[config.mk]
export PLATFORM = sky130hd
export DESIGN_NAME = btn_debounce_pulse
export DESIGN_NICKNAME = d
export VERILOG_FILES = /design/src/rtl/btn_debounce_pulse.sv
export SDC_FILE = /design/constraint.sdc
export NUM_CORES = 1
export LEC_CHECK = 0
export CORE_AREA = 2 2 39 41
export CTS_CLUSTER_DIAMETER = 50
export DETAILED_ROUTE_END_ITERATION = 10
export DIE_AREA = 0 0 41 43
export GPL_TIMING_DRIVEN = 1
export PLACE_DENSITY = 0.65
export SYNTH_ARGS = -nofsm -noshare
export SYNTH_HDL_FRONTEND = slang
export SYNTH_SLANG_ARGS = --single-unit
export TNS_END_PERCENT = 50
[constraint.sdc]
create_clock -name clk -period 1.85 [get_ports clk]
set_input_delay 0.185 -clock clk [delete_from_list [all_inputs] [get_ports clk]]
set_output_delay 0.185 -clock clk [all_outputs]
set_load 0.05 [all_outputs]
[src/rtl/btn_debounce_pulse.sv]
// Push-button conditioner: two-flop synchronizer, four-state stability qualifier,
// and registered debounced level plus one-cycle rise/fall pulses.
module btn_debounce_pulse #(
  parameter int STABLE_CYCLES = 100,
  parameter int CNT_W         = $clog2(STABLE_CYCLES + 1)
) (
  input  logic clk,
  input  logic rst_n,
  input  logic btn,
  output logic btn_db,
  output logic btn_rise,
  output logic btn_fall
);

  typedef enum logic [1:0] {
    STABLE_LO = 2'b00,
    WAIT_HI   = 2'b01,
    STABLE_HI = 2'b10,
    WAIT_LO   = 2'b11
  } state_t;

  localparam logic [CNT_W-1:0] LP_CNT_ZERO = CNT_W'(32'd0);
  localparam logic [CNT_W-1:0] LP_CNT_ONE  = CNT_W'(32'd1);
  localparam logic [CNT_W-1:0] LP_CNT_LAST = CNT_W'(STABLE_CYCLES - 1);

  logic             r_sync1;
  logic             r_btn_s;
  state_t           r_state;
  state_t           w_state_nxt;
  logic [CNT_W-1:0] r_cnt;
  logic [CNT_W-1:0] w_cnt_nxt;
  logic             r_btn_db;
  logic             r_btn_rise;
  logic             r_btn_fall;
  logic             w_level_hi;

  // Two-flop synchronizer for the raw asynchronous button input.
  always_ff @(posedge clk or negedge rst_n) begin
    if (!rst_n) begin
      r_sync1 <= 1'b0;
      r_btn_s <= 1'b0;
    end else begin
      r_sync1 <= btn;
      r_btn_s <= r_sync1;
    end
  end

  // Qualifier state and stability counter registers.
  always_ff @(posedge clk or negedge rst_n) begin
    if (!rst_n) begin
      r_state <= STABLE_LO;
      r_cnt   <= LP_CNT_ZERO;
    end else begin
      r_state <= w_state_nxt;
      r_cnt   <= w_cnt_nxt;
    end
  end

  // Next-state logic; any reversal during a WAIT state restarts from zero.
  always_comb begin
    w_state_nxt = r_state;
    w_cnt_nxt   = LP_CNT_ZERO;
    case (r_state)
      STABLE_LO: begin
        if (r_btn_s) begin
          w_state_nxt = WAIT_HI;
          w_cnt_nxt   = LP_CNT_ONE;
        end else begin
          w_state_nxt = STABLE_LO;
          w_cnt_nxt   = LP_CNT_ZERO;
        end
      end
      WAIT_HI: begin
        if (!r_btn_s) begin
          w_state_nxt = STABLE_LO;
          w_cnt_nxt   = LP_CNT_ZERO;
        end else if (r_cnt == LP_CNT_LAST) begin
          w_state_nxt = STABLE_HI;
          w_cnt_nxt   = LP_CNT_ZERO;
        end else begin
          w_state_nxt = WAIT_HI;
          w_cnt_nxt   = r_cnt + LP_CNT_ONE;
        end
      end
      STABLE_HI: begin
        if (!r_btn_s) begin
          w_state_nxt = WAIT_LO;
          w_cnt_nxt   = LP_CNT_ONE;
        end else begin
          w_state_nxt = STABLE_HI;
          w_cnt_nxt   = LP_CNT_ZERO;
        end
      end
      WAIT_LO: begin
        if (r_btn_s) begin
          w_state_nxt = STABLE_HI;
          w_cnt_nxt   = LP_CNT_ZERO;
        end else if (r_cnt == LP_CNT_LAST) begin
          w_state_nxt = STABLE_LO;
          w_cnt_nxt   = LP_CNT_ZERO;
        end else begin
          w_state_nxt = WAIT_LO;
          w_cnt_nxt   = r_cnt + LP_CNT_ONE;
        end
      end
      default: begin
        w_state_nxt = STABLE_LO;
        w_cnt_nxt   = LP_CNT_ZERO;
      end
    endcase
  end

  assign w_level_hi = (r_state == STABLE_HI) || (r_state == WAIT_LO);

  // Registered outputs; a pulse fires on the first cycle the level flips.
  always_ff @(posedge clk or negedge rst_n) begin
    if (!rst_n) begin
      r_btn_db   <= 1'b0;
      r_btn_rise <= 1'b0;
      r_btn_fall <= 1'b0;
    end else begin
      r_btn_db   <= w_level_hi;
      r_btn_rise <= (r_state == STABLE_HI) && !r_btn_db;
      r_btn_fall <= (r_state == STABLE_LO) && r_btn_db;
    end
  end

  assign btn_db   = r_btn_db;
  assign btn_rise = r_btn_rise;
  assign btn_fall = r_btn_fall;

endmodule

---- Word level (Yosys, flattened, before mapping) ----
Cells that the tools add are included.
storage, ports and cells
  bits in latches ......................... 0
  ROM bits ................................ 0
  word-level logic and storage cells ...... 30
  bits in writable memories ............... 0
  memories kept ........................... 0
  register bits after elaboration ......... 14
  input bits .............................. 3
  output and inout bits ................... 3
cells by class
  divide/modulo/power cells ............... 0
  mux-type cells .......................... 13
  $mul .................................... 0
  equal/unequal tests ..................... 4
  shift-type cells ........................ 0
  bitwise gates (word level) .............. 0
  $add $sub $neg .......................... 1
  $lt $le $gt $ge ......................... 0
  reductions and logical operators ........ 5
operators by type and width
  operator               count
  $pmux W7 S4            1
  $mux W7                3
  $mux W2                4
  $pmux W2 S4            1
  $add A7 B1 Y7 const B  1
  $eq A7 B7 Y1 const B   1
  $eq A2 B2 Y1 const B   2
  $mux W1                4
  $eq A2 B1 Y1 const B   1
  $logic_and A1 B1 Y1    2
  $logic_not A2 Y1       1
  $logic_not A1 Y1       1
  $logic_or A1 B1 Y1     1

---- Logic depth before layout (Yosys ltp) ----
Gate-level depths: netlist of the first run.
  word-level depth ........................ 4
  depth in mapped cells ................... 4
  depth with buffers taken out ............ 4

---- Worst setup path after synthesis of the first run ----
No wires, ideal clock.
  path type ............................... reg2reg
  start ................................... reg r_cnt[2]
  end ..................................... reg r_state[1]
  data required time ...................... 1.722 ns
  library setup time ...................... 0.128 ns
  buffers on the path ..................... 0
  period minus slack after synthesis ...... 1.556 ns
  path slack .............................. 0.294 ns
  data arrival time ....................... 1.428 ns
  stages on the path, launching flop included .. 4
  path through ............................ dfrtp_1 > or4b_4 > nor3_4 > mux2_1
between the ends
  longest elaborated chain between the ends .. 4
  elaborated cells between the ends (all ways) .. 6
  those cells by class .................... 1 x eq/ne; 5 x mux
ends and longest elaborated chain
  what                               RTL line  RTL
  start, declared                    30        logic [CNT_W-1:0] r_cnt;
  start signal, assigned             55        r_cnt <= w_cnt_nxt;
  $eq A7 B7 Y1 (*)                   77, 98
  $mux W2, on equally long branches  98, 77
  $mux W2, on equally long branches  95, 74
  $pmux W2 S4 (*)                    63        case (r_state)
  net w_state_nxt[1]                 29        state_t w_state_nxt;
  end signal, assigned               54        r_state <= w_state_nxt;
  end, declared                      28        state_t r_state;
The timed path passes the listed nets; every way through them passes the cells marked *.

---- Final worst setup path of the first run ----
Ends and elaborated chain as after synthesis.

==> flow_metrics.py, run 1 <==
metrics = {
    "job": {
        "maxCapViolCount": 0,
    },
    "worst_setup_path": {
        "cp-end-kind": "flop",
        "critPathTopFamily": "simple AND/OR/NAND/NOR gates",
        "slowest_delay_ns": 0.59,
        "cp_slowest_cell": "or4b_4",
        "critPathArrivalTime_ns": 1.80,
        "required_ns": 2.01,
        "cp_num_buf_inv": 0,
        "cp-start-kind": "flop",
        "path_max_fanout": 5,
        "path_cells": "or4b_4, nor3_4, mux2_1",
        "criticalPathCategory": "flop to flop",
    },
    "run_status": {
        "status": "finished, final reports clean",
    },
    "sta": {
        "hold_violations": 0,
        "setup_viol": 0,
        "clock-skew-final_ns": 0.00123,
        "timing.final.max_slew_violations": 0,
        "fmax_ghz": 0.610,
        "fin_tns_setup_ns": 0,
        "slew_headroom_pct": 58.5,
        "finalCritPeriodShare_pct": 88.7,
        "min_period_ns": 1.64,
        "worst_pin_slew_ns": 0.621,
        "rsz0062_at_grt": "no",
    },
    "detailed_routing": {
        "avgViaCountPerCell": 5.32,
        "firstDrtPassIters": 2,
        "ant_nets": 0,
        "drt_iter0_drc": 5,
        "wl_per_cell_um": 12.6,
        "vias": 378,
        "wirelength_um": 894,
        "remaining_drc_errors": 0,
    },
    "clock_tree": {
        "cts_tree": "built",
        "cts_hold_buf": 0,
        "clk_pin_slew_ns": 0.08,
        "cts_max_path_buffers": 2,
        "clockRootBuffer": "clkbuf_4",
        "cts_max_level": 1,
        "numCtsBuffers": 3,
        "cts_resized": 0,
        "clk_latency_ns": 0.28,
        "cts_setup_buffers": 0,
        "clock_sinks": 14,
    },
    "floorplan": {
        "die_x_um": 41,
        "dieArea_um2": 1760,
        "die_h_um": 43,
        "num_rows": 14,
        "core_um2": 1380,
        "initial_core_util_pct": 41.4,
        "io_pins": 6,
    },
    "global_route": {
        "grt_max_degree": 15,
        "grt_pass1_wl_um": 1610,
        "grt_usage_pct": 14.7,
        "grt_overflow": 0,
        "first_global_vias": 377,
        "antenna_found_initial": 0,
    },
    "synthesis": {
        "synth_area_leaders": "dfrtp_1 (61%), xor2_1 (4.6%), nor2_1 (3.3%)",
        "netlist_instances": 47,
        "netlist_area_um2": 573,
        "synth_cell_types": 18,
        "ys.warnings.count": 0,
        "ys_ff_latch": 14,
        "synth_top_area_share_pct": 61.1,
        "syn_area_per_cell_um2": 12.2,
        "syn_nets": 51,
        "ys_seq_area_share_pct": 61.1,
        "synth_top_area_cell": "dfrtp_1",
    },
    "placement": {
        "dp_hpwl_um": 646,
        "port_buffers": 5,
        "place_congestion": 0.717,
    },
    "finish": {
        "area_delta_synth_final_pct": 17.9,
        "layout.nets": 60,
        "fin_util_pct": 48.8,
        "antenna_cells": 0,
        "drive_gt1_share_pct": 12.7,
    },
    "min_path": {
        "worst_hold_path_type": "input port to async pin",
    },
    "pwr": {
        "ir_drop_mv": 0.447,
        "power_density_nw_per_um2": 826,
        "leakage_nw": 0.302,
    },
}
[worst register-to-register path: cells and delay by family, from the launching register on]
kind / cells / cell delay [ns]
DFF: 1 / 0.43
and+or+nand+nor: 2 / 0.74
muxes: 1 / 0.35
[per-stage QoR]
step / cells / area [um2] / hold slack (ns) / setup WS, ns / power (W)
finish: 71 / 676 / 0.288 / 0.210 / 0.000558
global route: 71 / 676 / 0.341 / 0.166 / 0.000582
CTS: 71 / 676 / 0.301 / 0.206 / 0.000568
detailed placement: 67 / 639 / 0.340 / 0.227 / 0.000348
global placement: 67 / 639 / 0.335 / 0.272 / 0.000348
floorplan: 47 / 573 / -0.111 / 0.294 / 0.000334
[final timing paths]
check,start,endpoint,slack [ns],cells past startpoint
min reg2reg,r_sync1,r_btn_s,0.36,0
min in group clk,btn,r_sync1,0.34,1
min,rst_n,r_cnt[0],0.29,1
max reg2reg,r_cnt[2],r_state[1],0.21,3
max,r_cnt[2],r_state[1],0.21,3
max in group asynchronous,rst_n,r_state[0],1.17,1
[cell type report]
type	instances	area, um2
multi-input cells	30	211
flip-flops and latches	14	350
fillers	129	708
clock buffers	4	36.3
well taps	16	20.0
repair buffers	5	50.0
inverters	2	7.51
[cells by family after synthesis]
kind of cell	count (synthesis)	share of synthesized area (%)
AO/OA/AOI/OAI	7	7.86
XOR/XNOR	5	7.64
flip-flops	14	61.1
multiplexers	1	1.96
AND/OR/NAND/NOR	16	17.2
adder cells (fa/ha/maj)	1	2.18
buffers and inverters	3	1.96
[cells in the mapped netlist, drive strengths merged]
master	number
mux2	1
nor3b	2
or4b	1
nor3	1
nand3	3
or3	2
o21bai	1
ha	1
xor2	3
dfrtp	14
nor2	5
xnor2	2
o211ai	1
o21ai	2
a21oi	3
clkbuf	1
inv	2
nand2	2
[flip-flops by register name, indices dropped and copies added (netlist names)]
name / count
btn_db: 1
btn_fall: 1
btn_rise: 1
r_btn_s: 1
r_cnt: 7
r_state: 2
r_sync1: 1
[layer usage]
metal  routed length [um]  up-vias  track usage, %
met5                    0        -               0
met4                   36        0            14.0
met3                   32        4            4.71
met2                  435        7            20.0
met1                  389      191            17.0
li1                     -      176               -
[layout by cell type, fill, tap and decap left out, drive strengths merged]
master / instances
o21ai: 2
o21bai: 1
mux2: 1
nor2: 5
xnor2: 2
inv: 2
clkbuf: 4
clkdlybuf4s50: 5
or3: 2
nor3: 1
a21oi: 3
nor3b: 2
xor2: 3
nand3: 3
nand2: 2
o211ai: 1
dfrtp: 14
or4b: 1
ha: 1
[report_power, final]
part	internal, W	switching [W]	leakage (nW)	total (W)
sequential	0.000312	0.00000648	0.186	0.000318
combinational	0.00000960	0.0000134	0.0942	0.0000230
clock	0.000120	0.0000969	0.0210	0.000217
total	0.000441	0.000117	0.302	0.000558
(Power assumes the default switching activity.)
==> run 2, diff against run 1 <==
--- a/config.mk
+++ b/config.mk
@@ -10,6 +10,7 @@
 export DETAILED_ROUTE_END_ITERATION = 10
 export DIE_AREA = 0 0 41 43
 export GPL_TIMING_DRIVEN = 1
+export MAX_ROUTING_LAYER = met4
 export PLACE_DENSITY = 0.65
 export SYNTH_ARGS = -nofsm -noshare
 export SYNTH_HDL_FRONTEND = slang
==> flow_metrics.py, run 2 (synthesis results as in run 1) <==
metrics = {
    "finish": {
        "layout.nets": 60,
        "layout_commonest_cell": "dfrtp_1",
        "top_register": "r_cnt",
        "antenna_cells": 0,
        "drive_gt1_share_pct": 12.7,
        "top_regs": "r_cnt (7), r_state (2)",
        "largest_register_ffs": 7,
        "mostFrequentLayoutCells": "dfrtp_1 (14), nor2_1 (5), clkdlybuf4s50_1 (5)",
        "area_delta_synth_final_pct": 17.9,
    },
    "sta": {
        "clock-skew-final_ns": 0.00127,
        "finalWorstSetupSlack_ns": 0.210,
        "setup_viol": 0,
        "rsz0062_at_grt": "no",
        "finalCritPeriodShare_pct": 88.7,
        "hold_violations": 0,
        "fmax_ghz": 0.610,
        "slew_headroom_pct": 58.5,
        "fin_tns_setup_ns": 0,
        "timing.final.max_slew_violations": 0,
        "worst_pin_slew_ns": 0.621,
        "min_period_ns": 1.64,
    },
    "global_route": {
        "grt_usage_pct": 15.1,
        "grt_pass1_wl_um": 1610,
        "grt_max_degree": 15,
        "antenna_found_initial": 0,
        "grt_overflow": 0,
        "first_global_vias": 377,
    },
    "pwr": {
        "power_density_nw_per_um2": 826,
        "total_power_w": 0.000558,
        "leakage_nw": 0.302,
        "ir_drop_mv": 0.447,
    },
    "clock_tree": {
        "clk_latency_ns": 0.28,
        "cts_tree": "built",
        "numCtsBuffers": 3,
        "cts_max_path_buffers": 2,
        "clk_pin_slew_ns": 0.08,
        "cts_resized": 0,
        "clock_sinks": 14,
        "cts_max_level": 1,
        "cts_hold_buf": 0,
        "cts_setup_buffers": 0,
        "clockRootBuffer": "clkbuf_4",
    },
    "detailed_routing": {
        "drt_iter0_drc": 5,
        "firstDrtPassIters": 2,
        "wirelength_um": 894,
        "wl_per_cell_um": 12.6,
        "remaining_drc_errors": 0,
        "ant_nets": 0,
        "vias": 378,
        "avgViaCountPerCell": 5.32,
    },
    "placement": {
        "dp_hpwl_um": 646,
        "place_ws_ns": 0.227,
        "port_buffers": 5,
        "place_congestion": 0.726,
    },
    "floorplan": {
        "core_um2": 1380,
        "num_rows": 14,
        "initial_core_util_pct": 41.4,
        "die_x_um": 41,
        "die_h_um": 43,
        "dieArea_um2": 1760,
        "io_pins": 6,
    },
    "worst_setup_path": {
        "required_ns": 2.01,
        "cp-end-kind": "flop",
        "critPathTopFamily": "simple AND/OR/NAND/NOR gates",
        "ff2ff_setup_slack_ns": 0.21,
        "path_cells": "or4b_4, nor3_4, mux2_1",
        "crit_end": "r_state[1]",
        "cp.depth": 3,
        "criticalPathCategory": "flop to flop",
        "critPathArrivalTime_ns": 1.80,
        "slowest_delay_ns": 0.59,
        "cp_num_buf_inv": 0,
        "ff2ff_path_depth": 3,
        "path_max_fanout": 5,
        "cp-start-kind": "flop",
        "r2r_start": "r_cnt[2]",
        "reg2reg_to": "r_state[1]",
        "critPathLaunch": "r_cnt[2]",
        "cp_slowest_cell": "or4b_4",
    },
    "min_path": {
        "worst_hold_path_type": "input port to async pin",
    },
    "run_status": {
        "status": "finished, final reports clean",
    },
    "job": {
        "maxCapViolCount": 0,
    },
}
[run 2: final cells by class]
class                           count  area (um2)
Fill cell                         129         708
Sequential cell                    14         350
Multi-Input combinational cell     30         211
Timing Repair Buffer                5        50.0
Clock buffer                        4        36.3
Tap cell                           16        20.0
Inverter                            2        7.51
[run 2: how the worst min path moves through the flow]
stage	from	to	slack, ns	cells past startpoint
global placement	r_sync1	r_btn_s	0.34	0
finish	rst_n	r_cnt[0]	0.29	1
detailed placement	r_sync1	r_btn_s	0.34	0
floorplan	rst_n	btn_db	-0.11	0
CTS	rst_n	r_cnt[0]	0.30	1
global route	btn	r_sync1	0.34	1
[run 2: through the flow]
step	hold slack, ns	util, %	std cells	cell area, um2
floorplan	-0.111	-	47	573
detailed placement	0.340	46.2	67	639
global route	0.341	48.8	71	676
CTS	0.301	48.8	71	676
finish	0.288	48.8	71	676
global placement	0.335	46.2	67	639
[run 2: power by group]
group           total, W  internal, W  switching (W)  leakage, nW
clock network   0.000217     0.000120      0.0000970       0.0210
registers       0.000318     0.000312     0.00000648        0.186
logic          0.0000230   0.00000960      0.0000134       0.0942
[run 2: layer usage]
layer	share of wire (%)	wire length, um	up-vias	track usage, %
met2	49	435	7	20.0
met4	4.0	36	0	14.0
met1	44	389	191	17.0
li1	-	-	176	-
met5	0	0	-	-
met3	3.6	32	4	4.71
